--- config.mk ---
export PLATFORM = sky130hd
export DESIGN_NAME = hazard_ctrl
export DESIGN_NICKNAME = d
export VERILOG_FILES = /design/src/rtl/hazard_ctrl.sv
export SDC_FILE = /design/constraint.sdc
export NUM_CORES = 1
export LEC_CHECK = 0
export CAP_MARGIN = 20
export CORE_ASPECT_RATIO = 0.5
export CORE_UTILIZATION = 45
export DETAILED_ROUTE_END_ITERATION = 10
export MAX_ROUTING_LAYER = met4
export PLACE_DENSITY = 0.75
export SETUP_SLACK_MARGIN = 0.5
export SYNTH_ARGS = -nofsm -noshare
export SYNTH_HDL_FRONTEND = slang
export SYNTH_SLANG_ARGS = --single-unit
--- constraint.sdc ---
create_clock -name clk -period 1.7 [get_ports clk]
set_input_delay 0.17 -clock clk [delete_from_list [all_inputs] [get_ports clk]]
set_output_delay 0.17 -clock clk [all_outputs]
set_load 0.02 [all_outputs]
--- src/rtl/hazard_ctrl.sv ---
// rtl/hazard_ctrl.sv - stall/flush/forwarding control for the 5-stage RV32 pipeline
// Tracks E/M/W register tags internally and counts load-use bubbles and redirect flushes.
module hazard_ctrl #(
  parameter int CNT_W  = 16,
  parameter int ADDR_W = 5
) (
  input  logic              clk,
  input  logic              reset_n,
  input  logic [ADDR_W-1:0] Rs1D,
  input  logic [ADDR_W-1:0] Rs2D,
  input  logic [ADDR_W-1:0] RdD,
  input  logic              RegWriteD,
  input  logic [1:0]        ResultSrcD,
  input  logic              PCSrcE,
  output logic              StallF,
  output logic              StallD,
  output logic              FlushD,
  output logic              FlushE,
  output logic [1:0]        ForwardAE,
  output logic [1:0]        ForwardBE,
  output logic [CNT_W-1:0]  LoadStallCnt,
  output logic [CNT_W-1:0]  FlushCnt
);
  logic [ADDR_W-1:0] rs1_e, rs2_e, rd_e, rd_m, rd_w;
  logic              reg_write_e, reg_write_m, reg_write_w, load_e;
  logic              lw_stall;

  // rs2 match is deliberately unqualified: a spurious stall is cheaper than decoding operand use
  assign lw_stall = load_e && (rd_e != '0) && ((rd_e == Rs1D) || (rd_e == Rs2D));

  // A redirect kills the stalled decode instruction, so it overrides the stall
  assign StallF = lw_stall && !PCSrcE;
  assign StallD = lw_stall && !PCSrcE;
  assign FlushD = PCSrcE;
  assign FlushE = lw_stall || PCSrcE;

  always_comb begin
    ForwardAE = 2'b00;
    if (reg_write_m && (rd_m != '0) && (rd_m == rs1_e))
      ForwardAE = 2'b10;
    else if (reg_write_w && (rd_w != '0) && (rd_w == rs1_e))
      ForwardAE = 2'b01;
  end

  always_comb begin
    ForwardBE = 2'b00;
    if (reg_write_m && (rd_m != '0) && (rd_m == rs2_e))
      ForwardBE = 2'b10;
    else if (reg_write_w && (rd_w != '0) && (rd_w == rs2_e))
      ForwardBE = 2'b01;
  end

  always_ff @(posedge clk or negedge reset_n) begin
    if (!reset_n) begin
      rs1_e        <= '0;
      rs2_e        <= '0;
      rd_e         <= '0;
      reg_write_e  <= 1'b0;
      load_e       <= 1'b0;
      rd_m         <= '0;
      reg_write_m  <= 1'b0;
      rd_w         <= '0;
      reg_write_w  <= 1'b0;
      LoadStallCnt <= '0;
      FlushCnt     <= '0;
    end else begin
      if (FlushE) begin
        rs1_e       <= '0;
        rs2_e       <= '0;
        rd_e        <= '0;
        reg_write_e <= 1'b0;
        load_e      <= 1'b0;
      end else begin
        rs1_e       <= Rs1D;
        rs2_e       <= Rs2D;
        rd_e        <= RdD;
        reg_write_e <= RegWriteD;
        load_e      <= (ResultSrcD == 2'b01);
      end
      rd_m        <= rd_e;
      reg_write_m <= reg_write_e;
      rd_w        <= rd_m;
      reg_write_w <= reg_write_m;

      if (lw_stall && !PCSrcE && (LoadStallCnt != '1))
        LoadStallCnt <= LoadStallCnt + CNT_W'(1);
      if (PCSrcE && (FlushCnt != '1))
        FlushCnt <= FlushCnt + CNT_W'(1);
    end
  end
endmodule

==> impl_metrics.ini, run 1 <==
[cts]
cts_sinks = 61
clockBufferDepth = 2
cts_root_buffer = clkbuf_16
cts_buffers = 9
cts_tree = yes
cts_max_level = 3
clk_pin_slew_worst_paths_ns = 0.06
insertion_delay_ns = 0.35

[logic_synthesis]
avgSynthCellArea_um2 = 11.5
synth-main-ff-cell = dfrtp_1
ys_seq_area_share_pct = 53.1
ys_warn_count = 0
synth_cell_types = 35
ys_ff_latch = 61
synthCells = 249
netlist_area_um2 = 2870
syn_nets = 272
ys_async_sr_fraction_pct = 100
synth_edf_count = 0

[timing]
rsz0062_at_grt = true
maxSlewViolCount = 0
setup_ws_ns = -0.423
finalClockSkew_ns = 0.0108
finalSetupViolations = 40
hold_viol = 0
worstMarginPinSlew_ns = 0.629
timing.hold.ws_ns = 0.379
period_minus_slack_ns = 2.12
max_freq_mhz = 471
relSlewSlack_pct = 57.5
setup_tns_ns = -10.40
fin_crit_sh_pct = 125

[global_route]
grt_pass1_wl_um = 14900
grt_max_degree = 62
gr-usage-all-layers_pct = 32.0
antenna_found_initial = 0
globalRouteOverflowTotal = 0
grt_pass1_vias = 2770

[critical_path]
cp.arrival_ns = 1.95
worst-setup-path-type = flip-flop to primary output
critical_path.startpoint_type = flip-flop
critPathMaxFanout = 3
r2r_setup_slack_ns = -0.37
end_kind = primary output
crit_required_ns = 1.53

[route]
drtAntennaViolNets = 0
drc_errors = 0
routed_via_density = 5.77
drtIter0Drc = 155
first_pass_iters = 4
wl_per_cell_um = 25.5
vias = 2909
wl_um = 12900

[cells_and_area]
final_layout_size_suffix_gt1_share_pct = 69.5
diodes = 0
fin_nets = 434
layout_commonest_cell = buf_6
fin_util_pct = 91.6
stdcell_count = 504
area_growth_pct = 94.6
final_cell_mix = buf_6 (64), buf_4 (52), dfrtp_1 (40), xnor2_2 (23), dfrtp_2 (21)

[place]
dp_hpwl_um = 4680
dp.cells = 431
routabilityCongestion = 0.796
port_buffers = 60

[run_status]
failed_checks = setup timing
outcome = finished with violations

[die]
initial_utilization_pct = 47.0
die_x_um = 115
core-area_um2 = 6110
io_pins = 61
fp.dieH_um = 58.5
die_area_um2 = 6730
rows = 20

[pwr]
leakage_uw = 0.00251
ir_worst_vdd_uv = 919
powerDensity_nw_per_um2 = 979

[min_path]
hp-class = input pin to asynchronous set/reset pin

[flow_run]
cap_violations = 0
==> power breakdown <==
part,switching (uW),internal [uW],leakage [uW]
sequential,174,1600,0.000774
combinational,824,827,0.00158
clock,763,1280,0.000153
total,1760,3710,0.00251
==> final timing paths <==
check,start,end,cells after the start
min in group clk,reg_write_e,reg_write_m,0
worst max-delay path,rd_w[4],ForwardBE[0],6
worst max register to register,rd_e[2],LoadStallCnt[1],7
max in group asynchronous,reset_n,LoadStallCnt[0],3
worst min-delay path,reset_n,FlushCnt[10],3
worst min register to register,reg_write_e,reg_write_m,0
==> worst max-delay path, stage by stage, from the launching register on <==
cell and delay [ns]:
dfrtp_1 0.40, or4_4 0.14, o21ai_2 0.06, buf_4 0.14
or4_4 0.42, nor4_4 0.27, buf_4 0.18
==> synth_stat cells (all sizes together) (2+ instances only) <==
cell     n  area [um^2]
dfrtp   61         1530
and4     4         35.0
nand2   11         41.3
nand4    7         43.8
ha       2         25.0
and2    20          145
xor2    22          193
xnor2   35          307
mux2     4         45.0
inv      2         7.51
nand4b   2         17.5
a21oi    2         21.3
buf      6         47.5
nor4b    2         17.5
nand3   24          120
nor2     9         33.8
nor3     6         35.0
or4      5         41.3
o21ai    4         23.8
o21a     2         15.0
nand2b   2         12.5
nor4    11         68.8
==> routing by layer <==
metal  part of all wire (%)  track usage [%]
met5                      0                -
met4                    5.4             14.8
met3                    5.4             8.24
met2                     50             54.6
met1                     39             36.2
==> flip-flops by register name (all words and copies together), names as in the netlist <==
signal	cells
rd_m	5
rs1_e	5
FlushCnt	16
reg_write_w	1
LoadStallCnt	16
rd_e	5
reg_write_m	1
reg_write_e	1
load_e	1
rs2_e	5
rd_w	5
==> logic make-up after synthesis <==
family                     count (synthesis)  synth area share (%)
DFF                                       61                  53.1
xor gates and xnor gates                  57                  17.4
buffers and inverters                      9                  2.05
and+or+nand+nor                          107                  22.5
AOI/OAI and AO/OA                          9                  2.53
adders and majority gates                  2                 0.871
muxes                                      4                  1.57
==> layout make-up <==
type | instances | area, um^2
clock buffers | 10 | 229
clock inverters | 6 | 86.3
fillers | 213 | 515
inverters | 2 | 10.0
multi-input cells | 179 | 2100
flip-flops and latches | 61 | 1550
well taps | 88 | 110
repair buffers | 158 | 1500
==> repair_timing <==
action / 4_1_cts / 5_1_grt
hold endpoints to repair: 61 / 0
pin swaps: 43 / 25
gates cloned: 2 / 0
buffers inserted: 38 / 16
endpoints found under the setup margin: 89 / 81
resized for setup: 254 / 101
hold buffers: 1 / 0
==> stage by stage <==
stage          instance area [um^2]  total power, uW  setup slack (ns)
2_1_floorplan                  3130             2230           -0.0467
3_3_place_gp                   4100             2650            -0.504
3_5_place_dp                   4100             2670            -0.583
4_1_cts                        5090             4980            -0.392
5_1_grt                        5590             5590            -0.478
6_report                       5590             5480            -0.423
Note: power is estimated with default switching activity, not from simulation.
==> run 2: changes to the inputs <==
- CORE_MARGIN: default -> 5
- PLACE_DENSITY: 0.75 -> 0.72
- clock period: 1.7 -> 2.6 ns (I/O delays scaled with it)
==> impl_metrics.ini, run 2 (same netlist as run 1, synthesis figures left out) <==
[critical_path]
r2r_setup_slack_ns = 0.62
crit_chain = xor2_1 > or4_1 > nor4_2 > buf_4
worst_path_max_delay_cell = or4_1
cpPeakStageDelay_ns = 0.52
critPathMaxFanout = 2
worst-path-buf-inv = 1
cp.arrival_ns = 1.86
critical_path.startpoint_type = flip-flop
crit_required_ns = 2.34
r2r_start = rd_e[1]
end_kind = primary output
cp_top_family = simple AND/OR/NAND/NOR gates
reg2regPathDepth = 6
worst-setup-path-type = flip-flop to primary output
r2r_end = LoadStallCnt[1]

[die]
rows = 20
io_pins = 61
die_x_um = 123
die_area_um2 = 8180
core-area_um2 = 6130
fp.dieH_um = 66.5
initial_utilization_pct = 46.9

[cts]
cts_root_buffer = clkbuf_16
cts_sinks = 61
clockBufferDepth = 2
cts_tree = yes
clk_pin_slew_worst_paths_ns = 0.05
cts_max_level = 3
insertion_delay_ns = 0.32
cts_buffers = 9

[min_path]
min_from = reg_write_e
whs_path_depth = 0
worst_hold_path.endpoint = reg_write_m
hp-class = flip-flop to flip-flop

[timing]
rsz0062_at_grt = true
relSlewSlack_pct = 71.6
finalSetupViolations = 0
worstMarginPinSlew_ns = 0.422
max_freq_mhz = 473
hold_viol = 0
fin_crit_sh_pct = 81.4
finalClockSkew_ns = 0.00497
maxSlewViolCount = 0
period_minus_slack_ns = 2.12
setup_tns_ns = 0

[cells_and_area]
nFillCells = 457
stdcell_count = 426
area_growth_pct = 41.3
fin_area_um2 = 4060
reg.largest.list = FlushCnt x16, LoadStallCnt x16
diodes = 0
layout_commonest_cell = dfrtp_1
fin_util_pct = 66.2
final_layout_size_suffix_gt1_share_pct = 23.7
final_cell_mix = dfrtp_1 (61), clkdlybuf4s50_1 (52), xnor2_1 (35), nand3_1 (24), xor2_1 (22)
fin_nets = 356

[global_route]
globalRouteOverflowTotal = 0
grt_pass1_vias = 2260
gr-usage-all-layers_pct = 17.7
antenna_found_initial = 0
grt_pass1_wl_um = 10900
grt_max_degree = 28

[pwr]
total_power_uw = 2830
powerDensity_nw_per_um2 = 697
leakage_uw = 0.00173
ir_worst_vdd_uv = 343

[place]
dp.cells = 395
placed_area_um2 = 3580
dp_hpwl_um = 4410
routabilityCongestion = 0.825
port_buffers = 60

[route]
wl_um = 6310
drc_errors = 0
drtIter0Drc = 114
drtAntennaViolNets = 0
routed_via_density = 4.99
first_pass_iters = 4
vias = 2126
wl_per_cell_um = 14.8

[flow_run]
cap_violations = 0

[run_status]
outcome = finished clean
==> run 2: stage by stage <==
step                      hold WS, ns  setup WS [ns]
after global placement          0.161          0.196
final                           0.350          0.485
after floorplan               -0.0356          0.528
after CTS                       0.354          0.438
after detailed placement        0.172          0.175
after global routing            0.356          0.410
==> run 2: per-layer routing <==
layer / global-route usage [%] / wire length [um] / vias to the layer above
met3: 4.92 / 179 / 12
li1: - / - / 1034
met5: - / 0 / -
met2: 29.4 / 3300 / 38
met4: 7.59 / 107 / 0
met1: 20.5 / 2720 / 1042
==> run 2: final cells by class <==
cell class	count	area, um^2	area share [%]
Multi-Input combinational cell	179	1370	33.7
Tap cell	88	110	2.71
Clock inverter	5	60.1	1.48
Inverter	2	7.51	0.185
Timing Repair Buffer	80	743	18.3
Clock buffer	11	243	5.98
Sequential cell	61	1530	37.6
==> run 2: what timing repair did <==
| action | 4_1_cts | 5_1_grt |
|---|---|---|
| hold buffers | 1 | 0 |
| pin swaps | 11 | 11 |
| setup endpoints to repair | 8 | 8 |
| resized for setup | 39 | 13 |
| endpoints found under the hold margin | 12 | 0 |
| buffers inserted | 8 | 6 |
==> run 2: worst max-delay path by stage <==
stage	from	to	slack [ns]	depth (start not counted)
5_1_grt	rd_m[3]	ForwardBE[0]	0.41	5
3_5_place_dp	rd_m[1]	ForwardAE[0]	0.18	5
4_1_cts	rd_w[1]	ForwardBE[0]	0.44	4
6_report	rs1_e[4]	ForwardAE[0]	0.48	4
2_1_floorplan	rd_m[1]	ForwardAE[0]	0.53	4
3_3_place_gp	rd_m[1]	ForwardAE[0]	0.20	5
==> run 2: where the power goes <==
group	switching [uW]	leakage, uW	internal (uW)
combinational	249	0.000783	261
sequential	104	0.000804	1040
clock	410	0.000146	769
total	763	0.00173	2070
==> run 3: changes to the inputs <==
- clock period: 2.6 -> 2.15 ns (I/O delays scaled with it)
==> impl_metrics.ini, run 3 (same netlist as run 1, synthesis figures left out) <==
[run_status]
outcome = finished clean

[timing]
max_freq_mhz = 469
rsz0062_at_grt = true
fin_crit_sh_pct = 99.2
finalSetupViolations = 0
period_minus_slack_ns = 2.13
maxSlewViolCount = 0
relSlewSlack_pct = 58.9
finalClockSkew_ns = 0.00661
worstMarginPinSlew_ns = 0.612
hold_viol = 0
timing.hold.ws_ns = 0.345
setup_tns_ns = 0

[min_path]
hp-class = flip-flop to flip-flop
whs_path_depth = 0

[die]
fp.dieH_um = 66.5
initial_utilization_pct = 46.9
die_area_um2 = 8180
die_x_um = 123
core-area_um2 = 6130
rows = 20
io_pins = 61

[route]
drc_errors = 0
routed_via_density = 5.21
drtIter0Drc = 93
first_pass_iters = 4
wl_per_cell_um = 17.9
wl_um = 8130
met1Wirelength_um = 3290
vias = 2358
wl_met3_um = 256
top_layer_used = met4
drtAntennaViolNets = 0
wl_met2_um = 4390

[critical_path]
end_kind = primary output
crit_chain = or4_4 > o21ai_2 > buf_4 > or4_4 > nor4_4 > buf_4
cpPeakStageDelay_ns = 0.42
worst_path_max_delay_cell = or4_4
cp_num_cells = 6
reg2regPathDepth = 7
worst-path-buf-inv = 2
worst-setup-path-type = flip-flop to primary output
critical_path.startpoint_type = flip-flop
critPathMaxFanout = 3
cp.arrival_ns = 1.92
crit_required_ns = 1.93
cp_top_family = simple AND/OR/NAND/NOR gates

[cts]
clk_pin_slew_worst_paths_ns = 0.05
cts_root_buffer = clkbuf_16
clockBufferDepth = 2
cts_tree = yes
cts_buffers = 9
cts_max_level = 3
cts_sinks = 61
insertion_delay_ns = 0.33

[place]
port_buffers = 60
placed_area_um2 = 3760
routabilityCongestion = 0.899
dp_hpwl_um = 4530

[cells_and_area]
reg.largest.list = FlushCnt x16, LoadStallCnt x16
diodes = 0
final_cell_mix = dfrtp_1 (48), clkdlybuf4s50_1 (41), buf_4 (35), xnor2_1 (26), xor2_1 (22)
fin_area_um2 = 4720
fin_nets = 384
final_layout_size_suffix_gt1_share_pct = 42.5
area_growth_pct = 64.2
layout_commonest_cell = dfrtp_1

[global_route]
grt_pass1_wl_um = 11400
grt_max_degree = 24
gr-usage-all-layers_pct = 18.5
globalRouteOverflowTotal = 0
antenna_found_initial = 0
grt_pass1_vias = 2357

[pwr]
powerDensity_nw_per_um2 = 752
leakage_uw = 0.00218
ir_worst_vdd_uv = 872
total_power_uw = 3550

[flow_run]
cap_violations = 0
==> run 3: cell count changes in the layout (fill, tap and decap cells not counted), sizes merged, moves of 2 or more <==
cell	change
clkinv	-2
clkdlybuf4s50	-11
dlymetal6s2s	+10
clkbuf	+2
buf	+28
==> run 3: per-layer routing <==
metal / global-route usage (%) / vias up
met4: 5.10 / 0
met3: 4.33 / 22
met2: 32.6 / 71
li1: - / 1092
met5: - / -
met1: 21.7 / 1173
==> run 3: final timing paths <==
kind,start,to,slack [ns]
min reg2reg,reg_write_e,reg_write_m,0.35
min,reg_write_e,reg_write_m,0.35
max reg2reg,rd_e[1],LoadStallCnt[1],0.16
max,rd_w[4],ForwardBE[0],0.02
min in group asynchronous,reset_n,LoadStallCnt[3],0.39
max in group asynchronous,reset_n,FlushCnt[15],1.08
==> run 3: area by class of cell <==
| cell class | count | area (um^2) |
|---|---|---|
| clock inverters | 3 | 20.0 |
| well taps | 88 | 110 |
| fillers | 351 | 1420 |
| clock buffers | 12 | 267 |
| multi-input cells | 179 | 1690 |
| inverters | 2 | 10.0 |
| repair buffers | 108 | 1080 |
| flip-flops and latches | 61 | 1540 |
==> run 3: worst register-to-register path, delay by kind of cell, from the launching register on <==
kind | cells | cell delay (ns)
muxes | 1 | 0.31
AOI/OAI and AO/OA | 1 | 0.20
DFF | 1 | 0.38
buffers and inverters | 2 | 0.22
and+or+nand+nor | 3 | 0.76
==> run 3: what timing repair did <==
item / CTS / global route
setup endpoints to repair: 42 / 54
hold buffers: 1 / 0
setup buffers: 7 / 19
cloned: 1 / 2
hold endpoints to repair: 19 / 0
gates resized for setup: 78 / 60
pin swaps: 14 / 41
==> run 3: metrics by stage <==
step                cells  util, %  setup WS [ns]
CTS                   432     70.2         0.0137
floorplan             249        -          0.396
global route          453     76.9        -0.0946
global placement      408     61.3         -0.106
detailed placement    408     61.3         -0.172
finish                453     76.9         0.0182
==> run 3: where the power goes <==
part	switching (uW)	internal, uW	total [uW]
Clock	491	864	1350
Sequential	130	1260	1390
Combinational	378	423	800
Total	999	2550	3550
